`src/rtl/seg7_pkg.sv`:
```
// seg7_pkg: shared constants, segment table and state encoding for the 7-segment scanner
package seg7_pkg;

    // Active-low {g,f,e,d,c,b,a} patterns, indexed by nibble value (0 at the right end)
    localparam logic [15:0][6:0] HEX_SEG = {
        7'h0E, 7'h06, 7'h21, 7'h46, 7'h03, 7'h08, 7'h10, 7'h00,
        7'h78, 7'h02, 7'h12, 7'h19, 7'h30, 7'h24, 7'h79, 7'h40
    };

    localparam logic [7:0] SEG_BLANK = 8'hFF;
    localparam logic [3:0] AN_OFF    = 4'hF;

    typedef enum logic {OFF, RUN} state_t;

endpackage

```
`src/rtl/hex7seg.sv`:
```
// hex7seg: nibble plus decimal point to active-low segment byte
// Ports: i_nib  - hex digit value
//        i_dp   - decimal point, active-high
//        o_seg  - {dp,g,f,e,d,c,b,a}, active-low
module hex7seg
    import seg7_pkg::*;
(
    input  logic [3:0] i_nib,
    input  logic       i_dp,
    output logic [7:0] o_seg
);

    assign o_seg = {~i_dp, HEX_SEG[i_nib]};

endmodule

```
`src/rtl/seg7_scan_display.sv`:
```
// seg7_scan_display: 4-digit multiplexed 7-segment driver with shadow load, blanking and blink
// Ports: clk       - system clock
//        rst       - asynchronous reset, active-low
//        disp_num  - value to show, nibble k on digit k (digit 0 rightmost)
//        load      - strobe capturing disp_num, blank_lz and dp_in
//        blank_lz  - leading-zero blanking enable
//        dp_in     - per-digit decimal points, active-high
//        blink_en  - blink the whole display
//        segment   - {dp,g,f,e,d,c,b,a}, active-low, registered
//        anode     - digit enables, active-low, registered
//        active    - high once the first load has started scanning
module seg7_scan_display
    import seg7_pkg::*;
#(
    parameter int SCAN_CNT     = 50000,
    parameter int BLINK_ROUNDS = 64
)
(
    input  logic        clk,
    input  logic        rst,
    input  logic [15:0] disp_num,
    input  logic        load,
    input  logic        blank_lz,
    input  logic [3:0]  dp_in,
    input  logic        blink_en,
    output logic [7:0]  segment,
    output logic [3:0]  anode,
    output logic        active
);

    localparam int PW = $clog2(SCAN_CNT);
    localparam int RW = $clog2(BLINK_ROUNDS + 1);

    state_t          r_state, w_state;
    logic [15:0]     r_val, w_val;
    logic [3:0]      r_dp, w_dp;
    logic            r_blz, w_blz;
    logic [PW-1:0]   r_pre, w_pre;
    logic [1:0]      r_idx, w_idx;
    logic [RW-1:0]   r_rnd, w_rnd;
    logic            r_phase, w_phase;
    logic [7:0]      r_seg, w_seg;
    logic [3:0]      r_an, w_an;

    logic [15:0]     w_sv;
    logic [3:0]      w_sdp;
    logic            w_sblz;
    logic [1:0]      w_nidx;
    logic [7:0]      w_dec;
    logic            w_lz;
    logic            w_tick;
    logic            w_blank;

    // Shadow contents as they will be after this edge, so a load coinciding
    // with a tick is decoded immediately
    assign w_sv   = load ? disp_num : r_val;
    assign w_sdp  = load ? dp_in : r_dp;
    assign w_sblz = load ? blank_lz : r_blz;
    assign w_nidx = r_idx + 2'd1;

    // Digit k is a leading zero when it and every higher nibble are zero
    assign w_lz   = w_sblz && (w_nidx != 2'd0) && ((w_sv >> {w_nidx, 2'b00}) == 16'd0);
    assign w_tick = (r_state == RUN) && (r_pre == PW'(SCAN_CNT - 1));

    hex7seg u_hex7seg (
        .i_nib (w_sv[{w_nidx, 2'b00} +: 4]),
        .i_dp  (w_sdp[w_nidx]),
        .o_seg (w_dec)
    );

    always_comb begin
        w_state = r_state;
        w_val   = w_sv;
        w_dp    = w_sdp;
        w_blz   = w_sblz;
        w_pre   = r_pre;
        w_idx   = r_idx;
        w_rnd   = r_rnd;
        w_phase = r_phase;
        w_seg   = r_seg;
        w_an    = r_an;
        w_blank = 1'b0;
        if (r_state == OFF) begin
            if (load) begin
                w_state = RUN;
                w_pre   = '0;
                w_idx   = 2'd3;
            end
        end else begin
            w_pre = w_tick ? '0 : r_pre + PW'(1);
            if (w_tick) begin
                w_idx = w_nidx;
                // One blink round ends each time the scan wraps back to digit 0
                if (r_idx == 2'd3) begin
                    if (r_rnd == RW'(BLINK_ROUNDS - 1)) begin
                        w_rnd   = '0;
                        w_phase = ~r_phase;
                    end else begin
                        w_rnd = r_rnd + RW'(1);
                    end
                end
            end
        end
        if (!blink_en) begin
            w_rnd   = '0;
            w_phase = 1'b0;
        end
        // Outputs only ever change on a tick, keeping each slot glitch-free
        if (w_tick) begin
            w_blank = w_lz || (blink_en && w_phase);
            w_seg   = w_blank ? SEG_BLANK : w_dec;
            w_an    = w_blank ? AN_OFF : ~(4'b0001 << w_nidx);
        end
    end

    always_ff @(posedge clk or negedge rst) begin
        if (!rst) begin
            r_state <= OFF;
            r_val   <= '0;
            r_dp    <= '0;
            r_blz   <= 1'b0;
            r_pre   <= '0;
            r_idx   <= 2'd3;
            r_rnd   <= '0;
            r_phase <= 1'b0;
            r_seg   <= SEG_BLANK;
            r_an    <= AN_OFF;
        end else begin
            r_state <= w_state;
            r_val   <= w_val;
            r_dp    <= w_dp;
            r_blz   <= w_blz;
            r_pre   <= w_pre;
            r_idx   <= w_idx;
            r_rnd   <= w_rnd;
            r_phase <= w_phase;
            r_seg   <= w_seg;
            r_an    <= w_an;
        end
    end

    assign segment = r_seg;
    assign anode   = r_an;
    assign active  = (r_state == RUN);

endmodule

```
`config.mk`:
```
export PLATFORM = sky130hd
export DESIGN_NAME = seg7_scan_display
export DESIGN_NICKNAME = d
export VERILOG_FILES = /design/src/rtl/seg7_pkg.sv /design/src/rtl/hex7seg.sv /design/src/rtl/seg7_scan_display.sv
export SDC_FILE = /design/constraint.sdc
export NUM_CORES = 1
export LEC_CHECK = 0
export ABC_AREA = 1
export CORE_ASPECT_RATIO = 1.25
export CORE_MARGIN = 10
export CORE_UTILIZATION = 29
export DETAILED_ROUTE_END_ITERATION = 6
export PLACE_DENSITY_LB_ADDON = 0.15
export SYNTH_ARGS = -nofsm -noshare
export SYNTH_HDL_FRONTEND = slang
export SYNTH_SLANG_ARGS = --single-unit
```
`constraint.sdc`:
```
create_clock -name clk -period 3.2 [get_ports clk]
set_input_delay 0.8 -clock clk [delete_from_list [all_inputs] [get_ports clk]]
set_output_delay 0.8 -clock clk [all_outputs]
set_load 0.03 [all_outputs]
```
* After elaboration in Yosys (flattened, before gate mapping)
Memory sizes are Yosys's and may differ from the RTL's.
Index checks and enable logic that the tools add are counted.
** Operators by class
- Mux-type cells :: 26
- Reductions and logical operators :: 10
- Bitwise logic cells :: 3
- Eq/ne operators :: 7
- Magnitude comparators :: 2
- Add/sub/neg operators :: 3
- Shift-type cells :: 3
** Operator list (number)
- $mux 16 :: 4
- $mux 7 :: 6
- $add 16x1->16 const B :: 1
- $eq 16x16->1 const B :: 1
- $logic_not 16->1 :: 1
- $shiftx 16x5->4 :: 1
- $shr 16x4->16 :: 1
- $mux 1 :: 9
- $mux 4 :: 2
- $mux 8 :: 1
- $ne 2x1->1 const B :: 4
- $add 7x1->7 const B :: 1
- $eq 7x6->1 const B :: 1
- $mux 2 :: 3
- $lt 4x5->1 const B :: 1
- $logic_and 1x1->1 :: 4
- $not 4->4 :: 1
- $reduce_bool 2->1 :: 2
- $shl 1x2->4 const A :: 1
- $lt 2x3->1 const B :: 1
- $reduce_and 3->1 :: 1
- $add 2x1->2 const B :: 1
- $bmux 1 s2 :: 1
- $eq 2x2->1 const B :: 1
- other kinds (3) :: 4
** Word-level totals
- Output and inout bits :: 13
- Register bits :: 60
- Word-level logic and storage cells :: 65
- Memory bits (read-only) :: 112
- Memories :: 1
- Input port bits :: 25
** Memories
- (no name shown) :: words 16, bits a word 7, read ports 1, clocked after Yosys merged registers in 0, wr ports 0, RTL line hex7seg.sv:13 : assign o_seg = {~i_dp, HEX_SEG[i_nib]};

* Longest topological paths before layout
Gate-level depths: netlist of the first run.
- Depth after elaboration :: 9
- Depth in mapped cells :: 17
- Mapped depth without buffers :: 15

* Cells and area by module
A second synthesis of the first run with hierarchy kept.
** Unflattened totals
- Cell total of the unflattened synthesis :: 499
- Area, all modules :: 3573.4 µm²
** By module, submodules not included
- seg7_scan_display :: area an instance 3295.7 µm², cells an instance 449, instances 1, seq. area each 1519.0 µm²
- hex7seg :: area an instance 277.8 µm², cells an instance 50, instances 1, seq. area each 0.0 µm²

* Least setup slack after synthesis of the first run
No wires, ideal clock.
- Path kind :: flip-flop to flip-flop
- Start point :: reg r_idx[0]
- End point :: reg r_seg[0], in the netlist segment[0]
- Setup time :: 0.067 ns
- Arrival time :: 2.682 ns
- Buffers on the path :: 2
- Clock period less this slack :: 2.749 ns
- Stages on the path, launching flop included :: 18
- Required time :: 3.133 ns
- Path slack :: 0.451 ns
- Cell sequence :: dfstp_2 clkinv_1 buf_2 ha_1 buf_4 clkinv_1 nand3_1 nand2_1 inv_1 ha_1 inv_1 nor2_1 nand4_1 nor2_1 nand2_2 nand2_4 nor2_1 nor2_1
** Between the ends
- Longest elaborated chain between the ends :: 8
- Elaborated cells between the ends (all ways) :: 17
- Those cells by class :: 1 x add/sub; 1 x eq/ne; 2 x shift; 6 x mux; 6 x reduce/logical; 1 x memory
** RTL lines
- start: declaration :: RTL line seg7_scan_display.sv:39 : logic [1:0] r_idx, w_idx;
- start signal: assignment :: RTL line seg7_scan_display.sv:134 : r_idx <= w_idx;
- parallel branches: the longest is 7 deep, another holds $mem_v2 16x7
- $mux 8 * :: RTL line seg7_scan_display.sv:111 : w_seg = w_blank ? SEG_BLANK : w_dec;
- end signal: assignment :: RTL line seg7_scan_display.sv:137 : r_seg <= w_seg;
- end: declaration :: RTL line seg7_scan_display.sv:42 : logic [7:0] r_seg, w_seg;
Mark *: on every way between the ends. The select of a mux whose other input is x is not followed.
A chain may end at the register's enable or synchronous reset.

* Worst setup path in the final report of the first run
- Start point :: reg r_idx[1]
- End point :: reg r_seg[4], in the netlist segment[4]
The elaborated chain is that of the path after synthesis.

==> out/qor.txt, run 1 <==
status - completed
initial core utilization - 29.6%
Antenna diodes - 0
Setup Skew - 0.00629 ns
DIE AREA - 17300 µm²
Final Cycle Share - 89.6%
Critical Setup Path Class - reg -> reg
Hold Crit Class - reg -> reg
sequential area share after synthesis - 42.2%
initial antenna violation count - 0
unrepaired setup endpoints after global routing - false
Critical Path Sink Type - register
Via Count - 3216
DR pass1 iterations - 4
mapped cell area - 3600 µm²
worst vdd ir - 0.394 mV
met2 global-route usage - 19.1%
Yosys warnings - 0
core area - 12200 µm²
H-Tree Depth - 3
gr usage total - 11.0%
Synth Register Bits - 60
share of layout cells above drive strength 1 - 11.1%
synthesis-to-layout area growth - 25.9%
synth unique cells - 33
most frequent cells in the layout - nand2_1 (156), nand3_1 (63), inv_1 (62)
Routed WL - 9.16 mm
Clock Path Buffers - 2
Worst setup SP type - register
final net count - 583
Setup Viol. Count Final - 0
RD Place Congestion - 0.862
# DRC - 0
Routed Antenna Nets - 0
Rel. slew slack - 51.3%
most common cell after layout, fill and taps aside - nand2_1
Boundary Pins - 38
CP required - 3.46 ns
# Post-CTS Setup Buffers - 0
Routed wire per std cell - 12.8 µm
Die Ht - 145 µm
IO Port Bufs - 37
TritonCTS clock tree - yes
worst skew pair latency - 0.32 ns
FMAX - 0.349 GHz
Worst Max-Slew Pin Slew - 0.731 ns
CP arrival - 3.12 ns
vias in the first global route - 3210
Fin Setup TNS - 0 ns
Root Driver - clkbuf_16
global route overflow - 0
Syn Nets - 539
Syn Inst Count - 501
Die W - 120 µm
TritonCTS buffer count - 9
first-pass GRT wire length - 15.5 mm
final number of hold-violating endpoints - 0
GR peak layer - met2
Final Critical Period - 2.87 ns
clock sinks - 60
Global Route met3 Usage - 2.85%
DPL Wire Length - 6.94 mm
Crit Path Max Fanout - 9
DRT iter0 DRCs - 168
met1 usage in global routing - 13.1%
Pwr Total - 2.56 mW
P_leak - 2.29 nW
Worst R2R Setup Slack - 0.33 ns
Clock Pin Slew Worst Setup and Hold Paths - 0.05 ns
Vias/cell - 4.50
Syn Area/Cell - 7.19 µm²
# rows - 45
Max Cap Viol - 0
Slew Viols, Final - 0
power density cells - 564 nW/µm²
largest net degree at the start of global routing - 32
## cell usage after synthesis, drive strengths merged
master | n | area share (%)
clkbuf | 2 | 0.21
a32o | 1 | 0.28
nor2 | 48 | 5.1
a22o | 1 | 0.24
xor2 | 3 | 0.73
and2 | 6 | 1.0
nor3 | 4 | 0.56
dfstp | 14 | 10
ha | 13 | 4.5
buf | 10 | 1.6
inv | 64 | 6.7
dfrtp | 46 | 32
a31oi | 1 | 0.17
o211ai | 2 | 0.42
nand3 | 65 | 9.3
clkinv | 2 | 0.21
a22oi | 1 | 0.21
or2 | 15 | 2.6
nand4 | 8 | 1.4
nand3b | 5 | 1.0
nor4 | 1 | 0.17
nand2 | 160 | 17
o22ai | 7 | 1.2
a21oi | 2 | 0.28
o21ai | 20 | 2.8
## cells by family (layout without fill, tap and decap cells)
| family | Yosys count | in the layout | synth area share (%) |
|---|---|---|---|
| flip-flops | 60 | 60 | 42.2 |
| AND/OR/NAND/NOR | 312 | 312 | 38.3 |
| XOR/XNOR | 3 | 3 | 0.730 |
| adder cells (fa/ha/maj) | 13 | 13 | 4.52 |
| buffers and inverters | 78 | 127 | 8.65 |
| AO/OA/AOI/OAI | 35 | 35 | 5.60 |
## worst paths after layout
check                         start    endpoint  depth (start not counted)
setup / recovery           r_idx[1]  segment[4]                         15
hold / removal             r_val[0]    r_val[0]                          2
setup reg to reg           r_idx[1]  segment[4]                         15
hold reg to reg            r_val[0]    r_val[0]                          2
max in group asynchronous       rst    r_idx[1]                          2
min in group asynchronous       rst    r_val[2]                          1
## report_power, final
part	internal, mW	total (mW)	switching (mW)	leakage [nW]
Combinational	0.182	0.473	0.292	1.41
Clock	0.802	1.14	0.343	0.173
Sequential	0.866	0.938	0.0717	0.707
## worst max-delay path: stages (launching register included)
cell and delay, ns:
dfstp_2 0.58, inv_1 0.08, ha_1 0.45, clkinv_1 0.34, nand3_1 0.19, nand2_1 0.12
inv_1 0.10, ha_1 0.17, inv_1 0.05, nor2_1 0.09, nand4_1 0.10, nor2_1 0.12
nand2_2 0.13, nand2_4 0.14, nor2_1 0.05, nor2_1 0.09
## through the flow
stage | instance area, µm² | utilization, % | hold WS [ns] | cells | setup slack, ns
2_1_floorplan | 3600 | - | 0.437 | 501 | 0.451
3_3_place_gp | 4180 | 34.4 | 0.452 | 698 | 0.114
3_5_place_dp | 4180 | 34.4 | 0.455 | 698 | 0.0252
4_1_cts | 4530 | 37.3 | 0.469 | 714 | 0.284
5_1_grt | 4530 | 37.3 | 0.487 | 714 | 0.000151
6_report | 4530 | 37.3 | 0.464 | 714 | 0.331
## final cells by class
cell class              instances  area [µm²]
flip-flops and latches         60        1520
fillers                      1304        7630
well taps                     164         205
clock inverters                 4        95.1
clock buffers                  12         256
inverters                      66         248
repair buffers                 45         440
multi-input cells             363        1770
## per-layer routing
| layer | part of all wire, % | up-vias | wire (µm) |
|---|---|---|---|
| li1 | - | 1679 | - |
| met2 | 50 | 49 | 4540 |
| met1 | 45 | 1480 | 4080 |
| met3 | 4.7 | 8 | 432 |
| met5 | 0 | - | 0 |
| met4 | 1.1 | 0 | 103 |
## sequential cells by signal, indices dropped and copies added, names as in the netlist
name	cells
r_pre	16
r_val	16
r_rnd	7
anode	4
segment	8
r_blz	1
r_dp	4
active	1
r_idx	2
r_phase	1
## timing repair
action                                  CTS  global route
hold buffers                              0             0
endpoints found under the setup margin    0             2
gates resized for setup                   0             1
Note: power is estimated with default switching activity, not from simulation.
==> run 2: changes to the inputs <==
--- a/config.mk
+++ b/config.mk
@@ -6,10 +6,13 @@
 export NUM_CORES = 1
 export LEC_CHECK = 0
 export ABC_AREA = 1
+export CAP_MARGIN = 20
 export CORE_ASPECT_RATIO = 1.25
 export CORE_MARGIN = 10
 export CORE_UTILIZATION = 29
 export DETAILED_ROUTE_END_ITERATION = 6
+export GPL_TIMING_DRIVEN = 1
+export HOLD_SLACK_MARGIN = 0.05
 export PLACE_DENSITY_LB_ADDON = 0.15
 export SYNTH_ARGS = -nofsm -noshare
 export SYNTH_HDL_FRONTEND = slang
==> results of run 2 <==
Same layout as run 1: the final DEF is identical, and so are final timing and power.
==> run 3: changes to the inputs <==
--- a/config.mk
+++ b/config.mk
@@ -8,10 +8,9 @@
 export ABC_AREA = 1
 export CAP_MARGIN = 20
 export CORE_ASPECT_RATIO = 1.25
-export CORE_MARGIN = 10
-export CORE_UTILIZATION = 29
+export CORE_UTILIZATION = 50
 export DETAILED_ROUTE_END_ITERATION = 6
-export GPL_TIMING_DRIVEN = 1
+export GPL_TIMING_DRIVEN = 0
 export HOLD_SLACK_MARGIN = 0.05
 export PLACE_DENSITY_LB_ADDON = 0.15
 export SYNTH_ARGS = -nofsm -noshare
==> out/qor.txt, run 3 (synthesized netlist as in run 1, its figures left out) <==
DRT met1 WL - 3.68 mm (was 4.08 mm)
Final Cycle Share - 92.0% (was 89.6%)
IO Port Bufs - 36 (was 37)
# rows - 34 (was 45)
cells on worst reg2reg path - 17 (was 15)
DRT iter0 DRCs - 211 (was 168)
Slew Viols, Final - 0 (unchanged)
crit path to - segment[5] (was segment[4])
Worst path max stage delay - 0.57 ns (was 0.58 ns)
final number of hold-violating endpoints - 0 (unchanged)
most frequent cells in the layout - nand2_1 (156), nand3_1 (63), inv_1 (61) (was nand2_1 (156), nand3_1 (63), inv_1 (62))
Max Cap Viol - 0 (unchanged)
FMAX - 0.340 GHz (was 0.349 GHz)
H-Tree Depth - 3 (unchanged)
unrepaired setup endpoints after global routing - false (unchanged)
CP top delay family - simple AND/OR/NAND/NOR gates (unchanged)
initial antenna violation count - 0 (unchanged)
Final Critical Period - 2.94 ns (was 2.87 ns)
DIE AREA - 7540 µm² (was 17300 µm²)
Setup Skew - 0.00640 ns (was 0.00629 ns)
Via Count - 3340 (was 3216)
gr usage total - 23.9% (was 11.0%)
vias in the first global route - 3309 (was 3210)
core area - 6980 µm² (was 12200 µm²)
Antenna diodes - 0 (unchanged)
first-pass GRT wire length - 14.2 mm (was 15.5 mm)
DPL Wire Length - 6.17 mm (was 6.94 mm)
Routed wire per std cell - 13.0 µm (was 12.8 µm)
Worst Max-Slew Pin Slew - 0.634 ns (was 0.731 ns)
worst path bufs/invs - 6 (was 4)
r2r startpoint - r_idx[0] (was r_idx[1])
synthesis-to-layout area growth - 19.0% (was 25.9%)
Setup Viol. Count Final - 0 (unchanged)
reg2reg end - segment[5] (was segment[4])
TritonCTS clock tree - yes (unchanged)
Clock Path Buffers - 2 (unchanged)
worst skew pair latency - 0.34 ns (was 0.32 ns)
Root Driver - clkbuf_8 (was clkbuf_16)
final net count - 590 (was 583)
metal2 WL - 4.21 mm (was 4.54 mm)
Clock Pin Slew Worst Setup and Hold Paths - 0.07 ns (was 0.05 ns)
DR top layer - met4 (unchanged)
initial core utilization - 51.6% (was 29.6%)
RD Place Congestion - 0.870 (was 0.862)
P_leak - 2.23 nW (was 2.29 nW)
Boundary Pins - 38 (unchanged)
CP arrival - 3.22 ns (was 3.12 ns)
CP Depth - 17 (was 15)
slowest cell on the critical path - dfstp_2 (unchanged)
Routed Antenna Nets - 0 (unchanged)
Finished Core Util - 61.4% (was 37.3%)
most common cell after layout, fill and taps aside - nand2_1 (unchanged)
Post-CTS Hold Buffers - 0 (unchanged)
Hold Crit Class - in -> async (was reg -> reg)
Cell Chain, Critical Path - clkinv_2 > buf_4 > ha_1 > buf_4 > clkinv_2 > nand3_1 > nand2_1 > inv_2 > ha_1 > inv_1 > nor2_1 > nand4_1 > nor2_1 > nand2_2 > nand2_4 > nor2_1 > nor2_1 (was inv_1 > ha_1 > clkinv_1 > nand3_1 > nand2_1 > inv_1 > ha_1 > inv_1 > nor2_1 > nand4_1 > nor2_1 > nand2_2 > nand2_4 > nor2_1 > nor2_1)
DR pass1 iterations - 4 (unchanged)
status - completed (unchanged)
crit path from - r_idx[0] (was r_idx[1])
Worst R2R Setup Slack - 0.26 ns (was 0.33 ns)
# DRC - 0 (unchanged)
Met3 Wirelength - 254 µm (was 432 µm)
Rel. slew slack - 57.7% (was 51.3%)
power density cells - 473 nW/µm² (was 564 nW/µm²)
Critical Setup Path Class - reg -> reg (unchanged)
share of layout cells above drive strength 1 - 12.1% (was 11.1%)
Pwr Total - 2.03 mW (was 2.56 mW)
Critical Path Sink Type - register (unchanged)
Vias/cell - 5.17 (was 4.50)
global route overflow - 0 (unchanged)
Routed WL - 8.37 mm (was 9.16 mm)
TritonCTS buffer count - 9 (unchanged)
CP required - 3.48 ns (was 3.46 ns)
Die W - 77.9 µm (was 120 µm)
worst vdd ir - 0.419 mV (was 0.394 mV)
post-route cell area - 4280 µm² (was 4530 µm²)
Hold WS - 0.473 ns (was 0.464 ns)
Area after DPL - 4090 µm² (was 4180 µm²)
clock sinks - 60 (unchanged)
Worst setup SP type - register (unchanged)
Die Ht - 96.9 µm (was 145 µm)
Crit Path Max Fanout - 11 (was 9)
most used cell, CP - nor2_1 (unchanged)
largest net degree at the start of global routing - 36 (was 32)
## run 3: cell types whose count changed in the layout (fill, tap and decap cells not counted), sizes merged
cell	before	now
dlymetal6s2s	1	0
clkinv	3	4
bufinv	3	0
clkbuf	12	15
buf	9	15
## run 3: worst min-delay path by stage
stage                     end  slack (ns)  cells past startpoint
floorplan            r_val[0]        0.44                      2
detailed placement   r_val[2]        0.46                      2
CTS                  r_val[2]        0.47                      2
finish              r_val[12]        0.47                      1
global route         r_val[4]        0.51                      2
global placement     r_val[0]        0.45                      2
## run 3: power by group
| group | switching [mW] | internal, mW |
|---|---|---|
| Combinational | 0.296 | 0.186 |
| Sequential | 0.0748 | 0.865 |
| Clock | 0.287 | 0.317 |
| Total | 0.658 | 1.37 |
## run 3: area by class of cell
cell class                 instances  area, µm²
buffer                            12       66.3
clock buffer                      13        159
clock inverter                     2       10.0
fill                             647       2690
inverter                          66        250
multi-input combinational        363       1770
sequential                        60       1520
tap                               90        113
timing repair buffer              40        398
## run 3: what timing repair did
item,CTS,global route
setup endpoints to repair,12,12
pin swaps,0,0
buffers inserted,0,3
gates resized for setup,2,3
## run 3: metal layers
layer,global-route usage (%),vias up
met1,27.0,1555
li1,-,1694
met3,3.21,20
met5,0,-
met2,43.0,71
met4,12.7,0
## run 3: through the flow
step | setup slack [ns] | setup TNS, ns | cells
final | 0.256 | 0 | 646
after global routing | 0.00980 | 0 | 646
after CTS | 0.132 | 0 | 643
after detailed placement | -0.144 | -1.24 | 628
after global placement | -0.629 | -29.35 | 627
after floorplan | 0.451 | 0 | 501
